<file path="config.mk">
export PLATFORM = sky130hd
export DESIGN_NAME = note_seq
export DESIGN_NICKNAME = d
export VERILOG_FILES = /design/src/rtl/note_seq.sv
export SDC_FILE = /design/constraint.sdc
export NUM_CORES = 1
export LEC_CHECK = 0
export ABC_AREA = 1
export ABC_CLOCK_PERIOD_IN_PS = 2750
export CORE_MARGIN = 1
export CORE_UTILIZATION = 55
export DETAILED_ROUTE_END_ITERATION = 16
export HOLD_SLACK_MARGIN = 0.05
export PLACE_DENSITY = 0.72
export SLEW_MARGIN = 10
export SYNTH_ARGS = -nofsm -noshare
export SYNTH_HDL_FRONTEND = slang
export SYNTH_SLANG_ARGS = --single-unit
export TNS_END_PERCENT = 5
</file>
<file path="constraint.sdc">
create_clock -name clk_in -period 2.75 [get_ports clk_in]
set_input_delay 0.55 -clock clk_in [delete_from_list [all_inputs] [get_ports clk_in]]
set_output_delay 0.55 -clock clk_in [all_outputs]
set_load 0.1 [all_outputs]
</file>
<file path="src/rtl/note_seq.sv">
// note_seq: song-table note sequencer; plays {note, rest, dur} entries as
// freq_sel/tone_en for dur*TickDiv cycles each, stopping at a dur==0 marker.
module note_seq #(
    parameter int DataWidth = 8,
    parameter int Depth     = 16,
    parameter int DurWidth  = 8,
    parameter int TickDiv   = 600000
) (
    input  logic                     clk_in,
    input  logic                     rst,
    input  logic                     wr_en,
    input  logic [$clog2(Depth)-1:0] wr_addr,
    input  logic [DataWidth-1:0]     wr_note,
    input  logic                     wr_rest,
    input  logic [DurWidth-1:0]      wr_dur,
    input  logic                     start,
    input  logic                     stop,
    input  logic                     loop,
    output logic [DataWidth-1:0]     freq_sel,
    output logic                     tone_en,
    output logic                     busy,
    output logic                     done,
    output logic [$clog2(Depth)-1:0] note_idx
);
    localparam int AW = $clog2(Depth);
    localparam int TW = $clog2(TickDiv);

    typedef enum logic [1:0] {IDLE, FETCH, PLAY} state_t;

    logic [DataWidth-1:0] note_q [Depth];
    logic [DurWidth-1:0]  dur_q  [Depth];
    logic                 rest_q [Depth];

    state_t               state_q, state_d;
    logic [AW-1:0]        idx_q, idx_d;
    logic [DataWidth-1:0] freq_q, freq_d;
    logic                 tone_q, tone_d;
    logic                 done_q, done_d;
    logic [DurWidth-1:0]  len_q, len_d;
    logic [TW-1:0]        tick_q, tick_d;
    logic [DurWidth-1:0]  cnt_q, cnt_d;
    logic                 wrap, last;

    always_ff @(posedge clk_in) begin
        if (!rst) begin
            note_q <= '{default: '0};
            dur_q  <= '{default: '0};
            rest_q <= '{default: 1'b0};
        end else if (wr_en) begin
            note_q[wr_addr] <= wr_note;
            dur_q[wr_addr]  <= wr_dur;
            rest_q[wr_addr] <= wr_rest;
        end
    end

    assign wrap = tick_q == TW'(TickDiv - 1);
    assign last = cnt_q == len_q - 1'b1;

    always_comb begin
        state_d = state_q;
        idx_d   = idx_q;
        freq_d  = freq_q;
        tone_d  = tone_q;
        done_d  = 1'b0;
        len_d   = len_q;
        tick_d  = tick_q;
        cnt_d   = cnt_q;
        if (stop) begin
            state_d = IDLE;
            tone_d  = 1'b0;
        end else begin
            case (state_q)
                IDLE: begin
                    if (start) begin
                        state_d = FETCH;
                        idx_d   = '0;
                    end
                end
                FETCH: begin
                    if (dur_q[idx_q] != '0) begin
                        state_d = PLAY;
                        freq_d  = note_q[idx_q];
                        tone_d  = ~rest_q[idx_q];
                        len_d   = dur_q[idx_q];
                        tick_d  = '0;
                        cnt_d   = '0;
                    end else if (loop && idx_q != '0) begin
                        idx_d = '0;
                    end else begin
                        state_d = IDLE;
                        tone_d  = 1'b0;
                        done_d  = 1'b1;
                    end
                end
                PLAY: begin
                    tick_d = wrap ? '0 : tick_q + 1'b1;
                    if (wrap && !last) cnt_d = cnt_q + 1'b1;
                    if (wrap && last) begin
                        idx_d = idx_q + 1'b1;
                        // wrapping past the last entry ends the song unless looping
                        if (idx_q == AW'(Depth - 1) && !loop) begin
                            state_d = IDLE;
                            tone_d  = 1'b0;
                            done_d  = 1'b1;
                        end else begin
                            state_d = FETCH;
                        end
                    end
                end
                default: state_d = IDLE;
            endcase
        end
    end

    always_ff @(posedge clk_in) begin
        if (!rst) begin
            state_q <= IDLE;
            idx_q   <= '0;
            freq_q  <= '0;
            tone_q  <= 1'b0;
            done_q  <= 1'b0;
            len_q   <= '0;
            tick_q  <= '0;
            cnt_q   <= '0;
        end else begin
            state_q <= state_d;
            idx_q   <= idx_d;
            freq_q  <= freq_d;
            tone_q  <= tone_d;
            done_q  <= done_d;
            len_q   <= len_d;
            tick_q  <= tick_d;
            cnt_q   <= cnt_d;
        end
    end

    assign freq_sel = freq_q;
    assign tone_en  = tone_q;
    assign busy     = state_q != IDLE;
    assign done     = done_q;
    assign note_idx = idx_q;
endmodule

</file>
# Word level (Yosys, flattened, before mapping)
# Cells that the tools add are included.
# Widths: inputs -> output; s select.
dict set report totals {
  out_inout_bits 15
  word_cells 144
  register_bits 324
  inputBits 27
}
dict set report op_classes {
  bitwise_logic 5
  n_eq_ne 13
  order_cmp 3
  n_reduce_logical 20
  n_addsub 4
  muxes 43
}
# operator n
set ops {}
lappend ops {{$bwmux 128} 2}
lappend ops {{$bmux 8 s4} 2}
lappend ops {{$mux 8} 7}
lappend ops {{$mux 20} 2}
lappend ops {{$pmux 20 s2} 1}
lappend ops {{$demux 8 s4} 1}
lappend ops {{$add 20x1->20 const B} 1}
lappend ops {{$eq 20x20->1 const B} 1}
lappend ops {{$bwmux 16} 1}
lappend ops {{$mux 4} 4}
lappend ops {{$pmux 8 s2} 1}
lappend ops {{$ne 2x2->1 const B} 7}
lappend ops {{$mux 1} 12}
lappend ops {{$pmux 4 s3} 1}
lappend ops {{$ge 5x5->1 const B} 2}
lappend ops {{$not 4->5} 2}
lappend ops {{$reduce_and 3->1} 3}
lappend ops {{$add 8x1->8 const B} 1}
lappend ops {{$eq 8x8->1} 1}
lappend ops {{$mux 2} 4}
lappend ops {{$reduce_and 4->1} 2}
lappend ops {{$reduce_bool 8->1} 1}
lappend ops {{$sub 8x1->8 const B} 1}
lappend ops {{$pmux 2 s3} 1}
lappend ops {{other kinds (18)} 27}

# Longest topological paths before layout
dict set report logic_depth {
  word_depth 7
  depth_mapped 19
  mapped_depth_nobuf 16
}

# Worst setup path after synthesis
# Ideal clock, no wire load.
dict set report synth_timing {
  path_type {register -> register}
  from {register idx_q[0], in the netlist note_idx[0]}
  to {register idx_q[3], in the netlist note_idx[3]}
  setup_time_ns 0.119
  required_time_ns 2.631
  period_less_slack_ns 3.011
  stages_incl_launch_ff 14
  slack_ns -0.261
  arrival_time_ns 2.892
  cell_sequence {dfxtp_1 inv_2 buf_4 buf_2 clkbuf_1 clkbuf_1 ha_1 a31oi_1 or2_2 nand3_1 a21oi_1 nand3_1 nand2_1 nor2_1}
}
dict set report synth_between {
  elab_chain_len 7
}
# item line
set synth_rtl {}
lappend synth_rtl {{start, declared} 35} ;# logic [AW-1:0] idx_q, idx_d;
lappend synth_rtl {{start signal, assigned} 127} ;# idx_q <= idx_d;
lappend synth_rtl {{$not 4->5 (implied by the code)} 80} ;# if (dur_q[idx_q] != '0) begin
lappend synth_rtl {{$bmux 8 s4} 80}
lappend synth_rtl {{$mux 8 (implied by the code) (2 in series)} 80}
lappend synth_rtl {{$reduce_bool 8->1} 80}
lappend synth_rtl {{$ne 2x2->1 (no source line)} n/a}
lappend synth_rtl {{$reduce_and 6->1 (no source line)} n/a}
# Several ways; a longest one is shown, not always the timed one. The select of a mux whose other input is x is not followed.
# A chain may end at the register's enable or synchronous reset.

# Final worst setup path
dict set report layout_timing {
  from {register idx_q[3], in the netlist note_idx[3]}
  to {register tick_q[1]}
}
dict set report layout_between {
  elab_chain_len 7
}
# item line
set layout_rtl {}
lappend layout_rtl {{$not 4->5 (implied by the code)} 80}
lappend layout_rtl {{$bmux 8 s4} 80}
lappend layout_rtl {{$mux 8 (implied by the code) (2 in series)} 80}
lappend layout_rtl {{$reduce_bool 8->1} 80}
lappend layout_rtl {{$ne 2x2->1 (no source line)} n/a}
lappend layout_rtl {{$reduce_and 3->1 (no source line)} n/a}
lappend layout_rtl {{end signal, assigned} 132} ;# tick_q <= tick_d;
lappend layout_rtl {{end, declared} 40} ;# logic [TW-1:0] tick_q, tick_d;
# Every way passes these cells. The select of a mux whose other input is x is not followed.

==> results_dict.tcl <==
set metrics [dict create \
    die_h_um 168 \
    required_ns 3.14 \
    vias 14600 \
    p_leak_uw 0.00692 \
    holdCritStartpoint "rest_q[3]" \
    port_buffers 41 \
    die_w_um 168 \
    htreeDepth 2 \
    core_mm2 0.0270 \
    max_clock_freq_mhz 402 \
    fillerInstances 2506 \
    final_cell_mix "o21ai_0 (379), nor2_1 (355), nand2_1 (323)" \
    pin_count 42 \
    p_per_area_mw_per_mm2 661 \
    cts_tree "done" \
    endpoint_kind "register" \
    syn_nets 2292 \
    cp_common_cell "nand2_1" \
    ant_nets 0 \
    setup_viol 0 \
    slowest_stage "dfxtp_1" \
    totalWireLength_um 41900 \
    routed_via_density 5.62 \
    hold_depth 2 \
    crit_family "simple AND/OR/NAND/NOR gates" \
    clkSinkCount 324 \
    grt_overflow 0 \
    ys_types 34 \
    mostFrequentLayoutCell "o21ai_0" \
    rows 60 \
    multi_input_area_mm2 0.00712 \
    crit_chain "nand2_1, clkinv_1, nand2_1, nand2_1, inv_1, nand2_1, nor2_1, nand2_1, nor2_4, nand2_4, nand3_2, buf_12, nand2_1, o21ai_0, nor2_1" \
    root_buffer "clkbuf_16" \
    synth_xor_area_share_pct 0.865 \
    r2r_slack_ns 0.26 \
    hold_viol 0 \
    nets 2268 \
    path_class "reg2reg" \
    path_clk_slew_ns 0.06 \
    clock_latency_ns 0.52 \
    peakVddDrop_mv 0.355 \
    ys_ff_latch 324 \
    drc 0 \
    synth_mux_area_share_pct 0 \
    final-seq-area_mm2 0.00649 \
    crit_buf_inv 3 \
    finalCritPeriodShare_pct 90.4 \
    crit_fanout 21 \
    grt_antenna_before_repair 0 \
    syn_area_per_cell_um2 6.73 \
    maxSlewHeadroom_pct 38.3 \
    seq_area_frac_synth_pct 42.7 \
    area_delta_synth_final_pct 12.5 \
    r2r-end "tick_q[1]" \
    synth_top_area_share_pct 42.7 \
    reg2reg_depth 15 \
    numCtsBuffers 36 \
    synthSimpleGateAreaFrac_pct 22.8 \
    yosys.area.top_type "dfxtp_1" \
    synth_top_family_by_area "simple AND/OR/NAND/NOR gates" \
    grt_max_degree 121 \
    worstSetupStartpointType "register" \
    design.die.area_mm2 0.0283 \
    start_util_pct 56.2 \
    first_iter_violations 1460 \
    synthesis.area_mm2 0.0152 \
    total_power_uw 11300 \
    grt_pass1_vias 13400 \
    worst_clock_skew_ns 0.0160 \
    hold_buffers 0 \
    post_drt_wl_per_cell_um 16.1 \
    place.gp.congestion 0.906 \
    cts_buffer_depth 3 \
    worst_pin_slew_ns 0.925 \
    antenna_cells 0 \
    dp_hpwl_um 26500 \
    reg2reg_from "note_idx[3]" \
    hp-class "reg2reg" \
    synth_area_leaders "dfxtp_1 (43%), o21ai_0 (12%), nor2_1 (8.8%), nand2_1 (8.0%), a21oi_1 (7.8%)" \
    tns_ns 0 \
    final_max_slew_viol_count 0 \
    synthAdderAreaFrac_pct 0.742 \
    drtPass1Iterations 8 \
    gr-usage-all-layers_pct 29.6 \
    rsz0062_at_grt "no" \
    cp.arrival_ns 2.88 \
    max_stage_delay_ns 0.35 \
    grt_pass1_wl_um 68500 \
    yosys_warnings 0 \
    synth-compound-area-share_pct 22.5 \
    period_needed_ns 2.49 \
    drv_cap 0 \
    final_layout_size_suffix_gt1_share_pct 6.39 \
    status "finished, final reports clean" \
    hold_end "rest_q[3]" \
    syn_inst 2256 \
]
[worst register-to-register path, stage by stage (launching register included)]
cell and delay (ns):
dfxtp_1 0.35, nand2_1 0.16, clkinv_1 0.34, nand2_1 0.18, nand2_1 0.07, inv_1 0.11
nand2_1 0.10, nor2_1 0.11, nand2_1 0.11, nor2_4 0.20, nand2_4 0.15, nand3_2 0.14
buf_12 0.17, nand2_1 0.07, o21ai_0 0.07, nor2_1 0.05
[worst max path at each step]
stage           startpoint           to  slack (ns)  cells after the start
5_1_grt           len_q[0]  note_idx[0]       0.004                     13
6_report       note_idx[3]    tick_q[1]        0.26                     15
3_3_place_gp   note_idx[0]    tick_q[2]        0.28                     15
2_1_floorplan  note_idx[2]   tick_q[12]        0.04                     14
3_5_place_dp   note_idx[0]     len_q[2]        0.25                     15
4_1_cts        note_idx[0]     len_q[2]        0.20                     15
[layer usage]
layer  wire length, um  track usage, %  part of all wire (%)
met1             19100            40.9                    46
met2             18900            47.6                    45
met3              3000            4.96                   7.2
met4               899            8.70                   2.1
met5                 0               0                     0
[state kept, by name, summed over array words and instances (netlist names)]
| name | flops |
|---|---|
| dur_q | 128 |
| len_q | 8 |
| note_idx | 4 |
| tick_q | 20 |
| rest_q | 16 |
| done | 1 |
| cnt_q | 8 |
| note_q | 128 |
| state_q | 2 |
| tone_en | 1 |
| freq_sel | 8 |
[synth_stat cells, drive strengths merged]
cell and instances:
a221oi 5, inv 239, nor4 6, a21o 1, nand2 324, nor3 15
o211ai 19, dfxtp 324, o21ai 381, clkinv 5, o21bai 1, clkbuf 118
nand3 112, a31oi 2, xor2 11, or2 4, nand4 25, buf 38
ha 9, a21oi 237, nor3b 2, nor2 358, xnor2 4, a31o 2
o22ai 14
[power by group]
part	switching [uW]	leakage [uW]	internal (uW)	total, uW
logic	996	0.00369	435	1430
clock network	1920	0.000609	3060	4980
registers	62.1	0.00262	4810	4870
total	2980	0.00692	8300	11300
[final cells by class]
| type | instances | share of cell area (%) |
|---|---|---|
| tap | 341 | 2.50 |
| timing repair buffer | 94 | 5.20 |
| inverter | 244 | 5.38 |
| clock buffer | 53 | 6.48 |
| sequential | 324 | 38.0 |
| multi-input combinational | 1532 | 41.7 |
| clock inverter | 8 | 0.718 |
[logic make-up (layout without fill, tap and decap cells)]
| family | count (synthesis) | count (layout) |
|---|---|---|
| buffers and inverters | 400 | 399 |
| AND/OR/NAND/NOR | 846 | 846 |
| adder cells (fa/ha/maj) | 9 | 9 |
| XOR/XNOR | 15 | 15 |
| flip-flops | 324 | 324 |
| AO/OA/AOI/OAI | 662 | 662 |
[metrics by stage]
step | worst slack (ns) | cell area [um^2] | instances | hold slack, ns | util (%)
6_report | 0.264 | 17100 | 2596 | 0.441 | 63.2
3_5_place_dp | 0.246 | 15800 | 2535 | 0.433 | 58.6
3_3_place_gp | 0.283 | 15800 | 2535 | 0.430 | 58.6
2_1_floorplan | 0.0367 | 15200 | 2256 | 0.420 | -
4_1_cts | 0.198 | 17100 | 2596 | 0.442 | 63.2
5_1_grt | 0.00415 | 17100 | 2596 | 0.456 | 63.2
[timing repair]
action,CTS,global route
resized for setup,0,2
endpoints found under the setup margin,0,15
setup buffers,0,0
No activity file was read; power rests on OpenSTA's default activity.
